$ cat config.mk
export PLATFORM = sky130hd
export DESIGN_NAME = priority_encoder_8to3
export DESIGN_NICKNAME = d
export VERILOG_FILES = /design/src/rtl/encoder_pkg.sv /design/src/rtl/enc8to3_sel.sv /design/src/rtl/priority_encoder_8to3.sv
export SDC_FILE = /design/constraint.sdc
export NUM_CORES = 1
export LEC_CHECK = 0
export ABC_AREA = 1
export BUFFER_PORTS_ARGS = -buffer_cell sky130_fd_sc_hd__clkbuf_2
export CORE_MARGIN = 2
export CORE_UTILIZATION = 46
export DETAILED_ROUTE_END_ITERATION = 6
export GPL_TIMING_DRIVEN = 0
export PLACE_DENSITY_LB_ADDON = 0.1
export SLEW_MARGIN = 0
export SYNTH_ARGS = -nofsm -noshare
export SYNTH_HDL_FRONTEND = slang
export SYNTH_HIERARCHICAL = 1
export SYNTH_SLANG_ARGS = --single-unit
$ cat constraint.sdc
create_clock -name clk -period 1.6 [get_ports clk]
set_input_delay 0.08 -clock clk [delete_from_list [all_inputs] [get_ports clk]]
set_output_delay 0.08 -clock clk [all_outputs]
set_load 0.02 [all_outputs]
$ cat src/rtl/encoder_pkg.sv
// Shared constants and types for the 8-to-3 priority encoder.
//   REQ_W / CODE_W : request vector and code widths
//   RR_RESET_PTR   : round-robin pointer value after reset, so that the
//                    first rotating search starts at index 0
//   code_t         : 3-bit code type
//   state_t        : output register state (IDLE = nothing presented)
//   onehot()       : code -> one-hot request mask
package encoder_pkg;
  localparam int REQ_W  = 8;
  localparam int CODE_W = 3;

  typedef logic [CODE_W-1:0] code_t;

  localparam code_t RR_RESET_PTR = 3'd7;

  typedef enum logic {
    IDLE    = 1'b0,
    PRESENT = 1'b1
  } state_t;

  function automatic logic [REQ_W-1:0] onehot(input code_t c);
    onehot    = '0;
    onehot[c] = 1'b1;
  endfunction
endpackage

$ cat src/rtl/enc8to3_sel.sv
// Combinational selector for the 8-to-3 encoder.
//   vec   : candidate request vector
//   start : first index searched (rotating mode only)
//   idx   : selected index (don't-care when any=0)
//   any   : at least one bit of vec is set
// Build option: ROUND_ROBIN_EN selects a rotating search that begins at
// start and wraps 7 -> 0; otherwise the highest set index wins.
module enc8to3_sel
  import encoder_pkg::*;
(
  input  logic [REQ_W-1:0] vec,
  input  code_t            start,
  output code_t            idx,
  output logic             any
);

`ifdef ROUND_ROBIN_EN
  always_comb begin
    code_t k;
    logic  found;
    idx   = start;
    found = 1'b0;
    k     = start;
    for (int i = 0; i < REQ_W; i++) begin
      // 3-bit addition wraps naturally from 7 back to 0
      k = start + code_t'(i);
      if (!found && vec[k]) begin
        idx   = k;
        found = 1'b1;
      end
    end
  end
`else
  logic unused_start;
  assign unused_start = ^start;

  // Ascending scan: the last hit is the highest set index
  always_comb begin
    idx = '0;
    for (int i = 0; i < REQ_W; i++)
      if (vec[i]) idx = code_t'(i);
  end
`endif

  assign any = |vec;

endmodule

$ cat src/rtl/priority_encoder_8to3.sv
// Registered 8-to-3 priority encoder with sticky request capture and a
// valid/ready output handshake.
//   clk, rst  : clock, asynchronous active-high reset
//   req       : request lines, OR-ed into the sticky pending set each edge
//   out_ready : consumer takes the presented code this cycle
//   code      : granted index, meaningful while out_valid=1
//   out_valid : a pending request is being presented
//   pending   : sticky request set (includes the presented bit)
// Build option: ROUND_ROBIN_EN enables rotating priority with a last_grant
// pointer; without it the highest index wins and no pointer is built.
module priority_encoder_8to3
  import encoder_pkg::*;
(
  input  logic             clk,
  input  logic             rst,
  input  logic [REQ_W-1:0] req,
  input  logic             out_ready,
  output code_t            code,
  output logic             out_valid,
  output logic [REQ_W-1:0] pending
);

  logic [REQ_W-1:0] pending_q, pending_next, clr;
  code_t            code_q, code_next, sel_idx, sel_start;
  state_t           state_q, state_next;
  logic             sel_any, xfer, load;

  assign xfer = (state_q == PRESENT) && out_ready;
  // Output register reloads when empty or when its content is consumed
  assign load = (state_q == IDLE) || xfer;
  assign clr  = xfer ? onehot(code_q) : '0;
  // req applied after clr so a re-request of the granted bit survives
  assign pending_next = (pending_q & ~clr) | req;

`ifdef ROUND_ROBIN_EN
  code_t last_grant_q;

  // On a transfer the pointer is about to become code_q, so search from
  // there already; otherwise continue from the stored pointer.
  assign sel_start = xfer ? code_q + 3'd1 : last_grant_q + 3'd1;

  always_ff @(posedge clk or posedge rst) begin
    if (rst)       last_grant_q <= RR_RESET_PTR;
    else if (xfer) last_grant_q <= code_q;
  end
`else
  assign sel_start = '0;
`endif

  enc8to3_sel u_sel (
    .vec   (pending_next),
    .start (sel_start),
    .idx   (sel_idx),
    .any   (sel_any)
  );

  always_comb begin
    state_next = state_q;
    code_next  = code_q;
    if (load) begin
      if (sel_any) begin
        state_next = PRESENT;
        code_next  = sel_idx;
      end else begin
        // nothing left: drop valid, keep the stale code
        state_next = IDLE;
      end
    end
  end

  always_ff @(posedge clk or posedge rst) begin
    if (rst) begin
      pending_q <= '0;
      code_q    <= '0;
      state_q   <= IDLE;
    end else begin
      pending_q <= pending_next;
      code_q    <= code_next;
      state_q   <= state_next;
    end
  end

  assign code      = code_q;
  assign out_valid = (state_q == PRESENT);
  assign pending   = pending_q;

endmodule

**Yosys cells after proc, flatten, opt, wreduce, memory -nomap -nowiden**

Index checks and enable logic that the tools add are counted.

- Reductions and logical operators: 5
- Bitwise operators: 4
- Multiplexer cells: 11
- Magnitude comparators: 2

Operator list:

| kind | number |
|---|---|
| 3-bit 2-to-1 mux | 4 |
| 8-bit AND | 1 |
| 8-bit 2-to-1 mux | 1 |
| 8-bit NOT | 1 |
| 8-bit OR | 1 |
| 8-bit OR reduction | 1 |
| 3-bit by 4-bit less-than comparator with 1-bit output, second input constant | 1 |
| 2-bit 2-to-1 mux | 2 |
| 1-bit demux with 3-bit select | 1 |
| 3-bit by 1-bit >= comparator with 1-bit output, second input constant | 1 |
| 1-bit 2-to-1 mux | 3 |
| 1-bit logical AND | 2 |
| 2-bit AND reduction | 1 |
| 1-bit logical OR | 1 |
| 1-bit NOT | 1 |

- Register bits: 12
- Logic and storage cells: 25
- Output and inout bits: 12
- Bits of input ports: 11

**Depth between registers and ports, before layout**

- Word-level depth: 15
- Depth in mapped cells: 14
- Depth with buffers taken out: 14

**Hierarchy**

Netlist, hierarchy kept.

Modules (own cells, without submodules):

| module | area an instance (µm²) | sequential area each (µm²) | instances | cells an instance |
|---|---|---|---|---|
| priority_encoder_8to3 | 534.3 | 300.3 | 1 | 70 |
| enc8to3_sel | 77.6 | 0.0 | 1 | 20 |

**Worst setup path after synthesis**

No wires, ideal clock.

- Kind: reg-to-reg
- From: register code_q[0] (netlist: code[0])
- To: register code_q[1] (netlist: code[1])
- Path slack: 0.064 ns
- Path buffers: 0
- Setup time: 0.065 ns
- Stages on the path, launching flop included: 13
- Data required time: 1.535 ns
- Arrival time: 1.471 ns
- Cells stage by stage: dfrtp_1 -> inv_1 -> nor2_4 -> nand2_1 -> nand2_1 -> nand2_1 -> inv_1 -> nand2_1 -> nor3_1 -> nand3_1 -> nand2_1 -> nand2_1 -> nand2_1

- Elaborated cells between the ends (all ways): 17
- Those cells by class: order compare (2); mux (9); bitwise (3); reduce/logical (3)

RTL lines:

| element | line | text |
|---|---|---|
| start: declaration | priority_encoder_8to3.sv:24 | `code_t code_q, code_next, sel_idx, sel_start;` |
| start signal: assignment | priority_encoder_8to3.sv:78 | `code_q <= code_next;` |
| 3-bit by 4-bit less-than comparator with 1-bit output (not written as such) / 3-bit by 1-bit >= comparator with 1-bit output (equally long branches) | encoder_pkg.sv:23 | `onehot[c] = 1'b1;` |
| 1-bit logical AND (not written as such) | encoder_pkg.sv:23 |  |
| 1-bit 2-to-1 mux (not written as such) | encoder_pkg.sv:23 |  |
| 1-bit demux with 3-bit select (*) | encoder_pkg.sv:23 |  |
| 8-bit 2-to-1 mux (*) | priority_encoder_8to3.sv:31 | `assign clr = xfer ? onehot(code_q) : '0;` |
| 8-bit NOT (*) | priority_encoder_8to3.sv:33 | `assign pending_next = (pending_q & ~clr) \| req;` |
| 8-bit AND (*) | priority_encoder_8to3.sv:33 |  |
| 8-bit OR (*) | priority_encoder_8to3.sv:33 |  |
| net pending_next[3] | priority_encoder_8to3.sv:23 | `logic [REQ_W-1:0] pending_q, pending_next, clr;` |
| 8-bit OR reduction (*) | enc8to3_sel.sv:45 | `assign any = \|vec;` |
| net sel_any | priority_encoder_8to3.sv:26 | `logic sel_any, xfer, load;` |
| 2-bit AND reduction (no line) (*) | n/a |  |

Mark *: on every way through the listed nets, which the timed path passes. The rest lies on a longest branch.
A chain may end at the register's enable or synchronous reset.

**Worst setup path in the final report**

- From: register state_q (netlist: out_valid)
- To: register code_q[0] (netlist: code[0])

- Elaborated cells between the ends (all ways): 16
- Those cells by class: mux (8); bitwise (4); reduce/logical (4)

RTL lines:

| element | line | text |
|---|---|---|
| start: declaration | priority_encoder_8to3.sv:25 | `state_t state_q, state_next;` |
| start signal: assignment | priority_encoder_8to3.sv:79 | `state_q <= state_next;` |
| 1-bit logical AND | priority_encoder_8to3.sv:28 | `assign xfer = (state_q == PRESENT) && out_ready;` |
| 8-bit 2-to-1 mux | priority_encoder_8to3.sv:31 |  |
| 8-bit NOT | priority_encoder_8to3.sv:33 |  |
| 8-bit AND | priority_encoder_8to3.sv:33 |  |
| 8-bit OR | priority_encoder_8to3.sv:33 |  |
| net pending_next[2] | priority_encoder_8to3.sv:23 |  |
| 8-bit OR reduction | enc8to3_sel.sv:45 |  |
| net sel_any | priority_encoder_8to3.sv:26 |  |
| 2-bit AND reduction (no line) | n/a |  |

The timed path passes the listed nets, and every way through them passes these cells.

==> flow_summary.json <==
{
  "htreeDepth": 1,
  "relSlewSlack_pct": 69.25,
  "endpoint_kind": "flip-flop",
  "die_area_sq_um": 1629,
  "synthesis.nets": 100,
  "finalMaxSlewViolations": 0,
  "setup_viol": 0,
  "port_buffers": 22,
  "clkTransAtPathRegs_ns": 0.08,
  "slowest_delay_ns": 0.38,
  "ys_warn_count": 6,
  "maxCapViolations": 0,
  "rsz0062_at_grt": "yes",
  "grt_max_degree": 13,
  "wl_per_cell_microns": 9.444,
  "worst_hold_startpoint": "req[2]",
  "overflow": 0,
  "core_sq_um": 1269,
  "synth_area_per_cell_sq_um": 6.832,
  "fmax_mhz": 639.3,
  "area_growth_pct": 39.51,
  "ant_nets": 0,
  "start_util_pct": 47.93,
  "dp.final_hpwl_microns": 910,
  "syn_area_sq_um": 608.1,
  "cp-start-kind": "flip-flop",
  "antenna_found_initial": 0,
  "insertion_delay_ns": 0.27,
  "post-route-period-util_pct": 97.76,
  "layout.nets": 132,
  "cp.required_ns": 1.81,
  "crit_type": "flip-flop to flip-flop",
  "die_x_microns": 40.36,
  "startpoint": "out_valid$_DFFE_PP0P_",
  "drive_gt1_share_pct": 38.33,
  "wirelength_mm": 1.275,
  "placementRows": 13,
  "peakVddDrop_uv": 462.1,
  "clockBufferDepth": 2,
  "cts_root_buffer": "clkbuf_4",
  "timing_hold_violations_final": 0,
  "fin_tns_setup_ns": 0,
  "finClkSkew_ns": 0.002256,
  "vias": 597,
  "vias_per_cell": 4.422,
  "worst_slew_pin_slew_ns": 0.4608,
  "r2r-start": "out_valid$_DFFE_PP0P_",
  "numCtsBuffers": 3,
  "cellLeakagePower_nw": 0.5098,
  "cts_sinks": 12,
  "post-route-drc-count": 0,
  "ioPinCount": 23,
  "firstDrtPassIters": 4,
  "gp_congestion": 0.7316,
  "grt_pass1_wl_mm": 1.925,
  "powerDensity_nw_per_um2": 870.9,
  "min_path_type": "input pin to flip-flop",
  "syn_inst": 89,
  "period_minus_slack_ns": 1.564,
  "slowest_stage": "dfrtp_1",
  "status": "complete, no violations",
  "crit_path_max_fanout": 4,
  "drt_iter0_markers": 12,
  "crit_chain": "nand2_2, nor2_4, nand2_1, nand2_1, nand2_2, inv_2, nand2_2, nor3_2, nand3_2, nand2_2, nand2_1, nand2_1",
  "pre_cts_ws_ns": -0.03275,
  "crit_buf_inv": 1,
  "fp.dieH_microns": 40.36,
  "finalWorstSetupSlack_ns": 0.03590,
  "grt_util_all_layers_pct": 18.45,
  "grt_pass1_vias": 473,
  "crit_family": "simple AND/OR/NAND/NOR gates",
  "cp.arrival_ns": 1.77,
  "tritoncts": "done",
  "n_antenna_cell": 0
}
[tightest hold or removal path, stage by stage]
cell,delay (ns)
clkbuf_2,0.07
inv_1,0.04
nand2_2,0.07
[what timing repair did]
item,in CTS,in global routing
hold buffers,1,0
setup endpoints to repair,4,4
resized for setup,3,11
pin swaps,0,6
setup buffers,1,3
hold endpoints to repair,12,0
[state kept, by name, summed over array words and instances, names as in the netlist]
name       cells
pending        8
code           3
out_valid      1
[layout make-up]
class                   instances  area (sq um)
well taps                      15         18.77
inverters                      20         75.07
clock buffers                   4         36.28
fillers                       126         420.4
flip-flops and latches         12         302.8
multi-input cells              57         265.3
repair buffers                 27         150.1
[stage by stage]
stage               total power, mW  std cells  util [%]  cell area (sq um)  hold slack, ns
finish                       0.7388        135     66.86              848.3         0.02514
global route                 0.7729        135     66.86              848.3         0.05461
CTS                          0.7281        132     63.02              799.5         0.01651
detailed placement           0.4812        126     58.09              737.0         0.09822
global placement             0.4777        126     58.09              737.0         0.08378
floorplan                    0.4327         89         -              608.1        -0.05530
[worst paths after layout]
kind / end / slack [ns] / cells after the start
setup / recovery: code[0]$_DFFE_PP0P_ / 0.04 / 12
setup reg to reg: code[0]$_DFFE_PP0P_ / 0.04 / 12
max in group asynchronous: code[1]$_DFFE_PP0P_ / 0.92 / 3
hold reg to reg: pending[2]$_DFF_PP0_ / 0.51 / 2
min in group asynchronous: pending[5]$_DFF_PP0_ / 0.34 / 3
hold / removal: pending[2]$_DFF_PP0_ / 0.03 / 3
[where the power goes]
group	leakage (nW)	internal (mW)	total [mW]	switching (mW)
Clock	0.0210	0.138	0.239	0.101
Sequential	0.113	0.323	0.344	0.0205
Combinational	0.376	0.0604	0.156	0.0955
[metal layers]
layer  part of all wire (%)  wire length [microns]  track usage, %
met4                   0.78                     10           10.00
met1                     44                    557           23.37
met2                     48                    607           29.37
met3                    7.7                     98           3.333
met5                      0                      0               0
[placed cells by master, fill, tap and decap left out, types with 3 or more instances in the layout]
cell       n
nand2_1   39
clkbuf_2  22
inv_1     18
dfrtp_1   10
nand2_2    6
buf_4      4
nor2_1     3
nand3_1    3
clkbuf_4   3
Power figures use the tool's default switching activity.
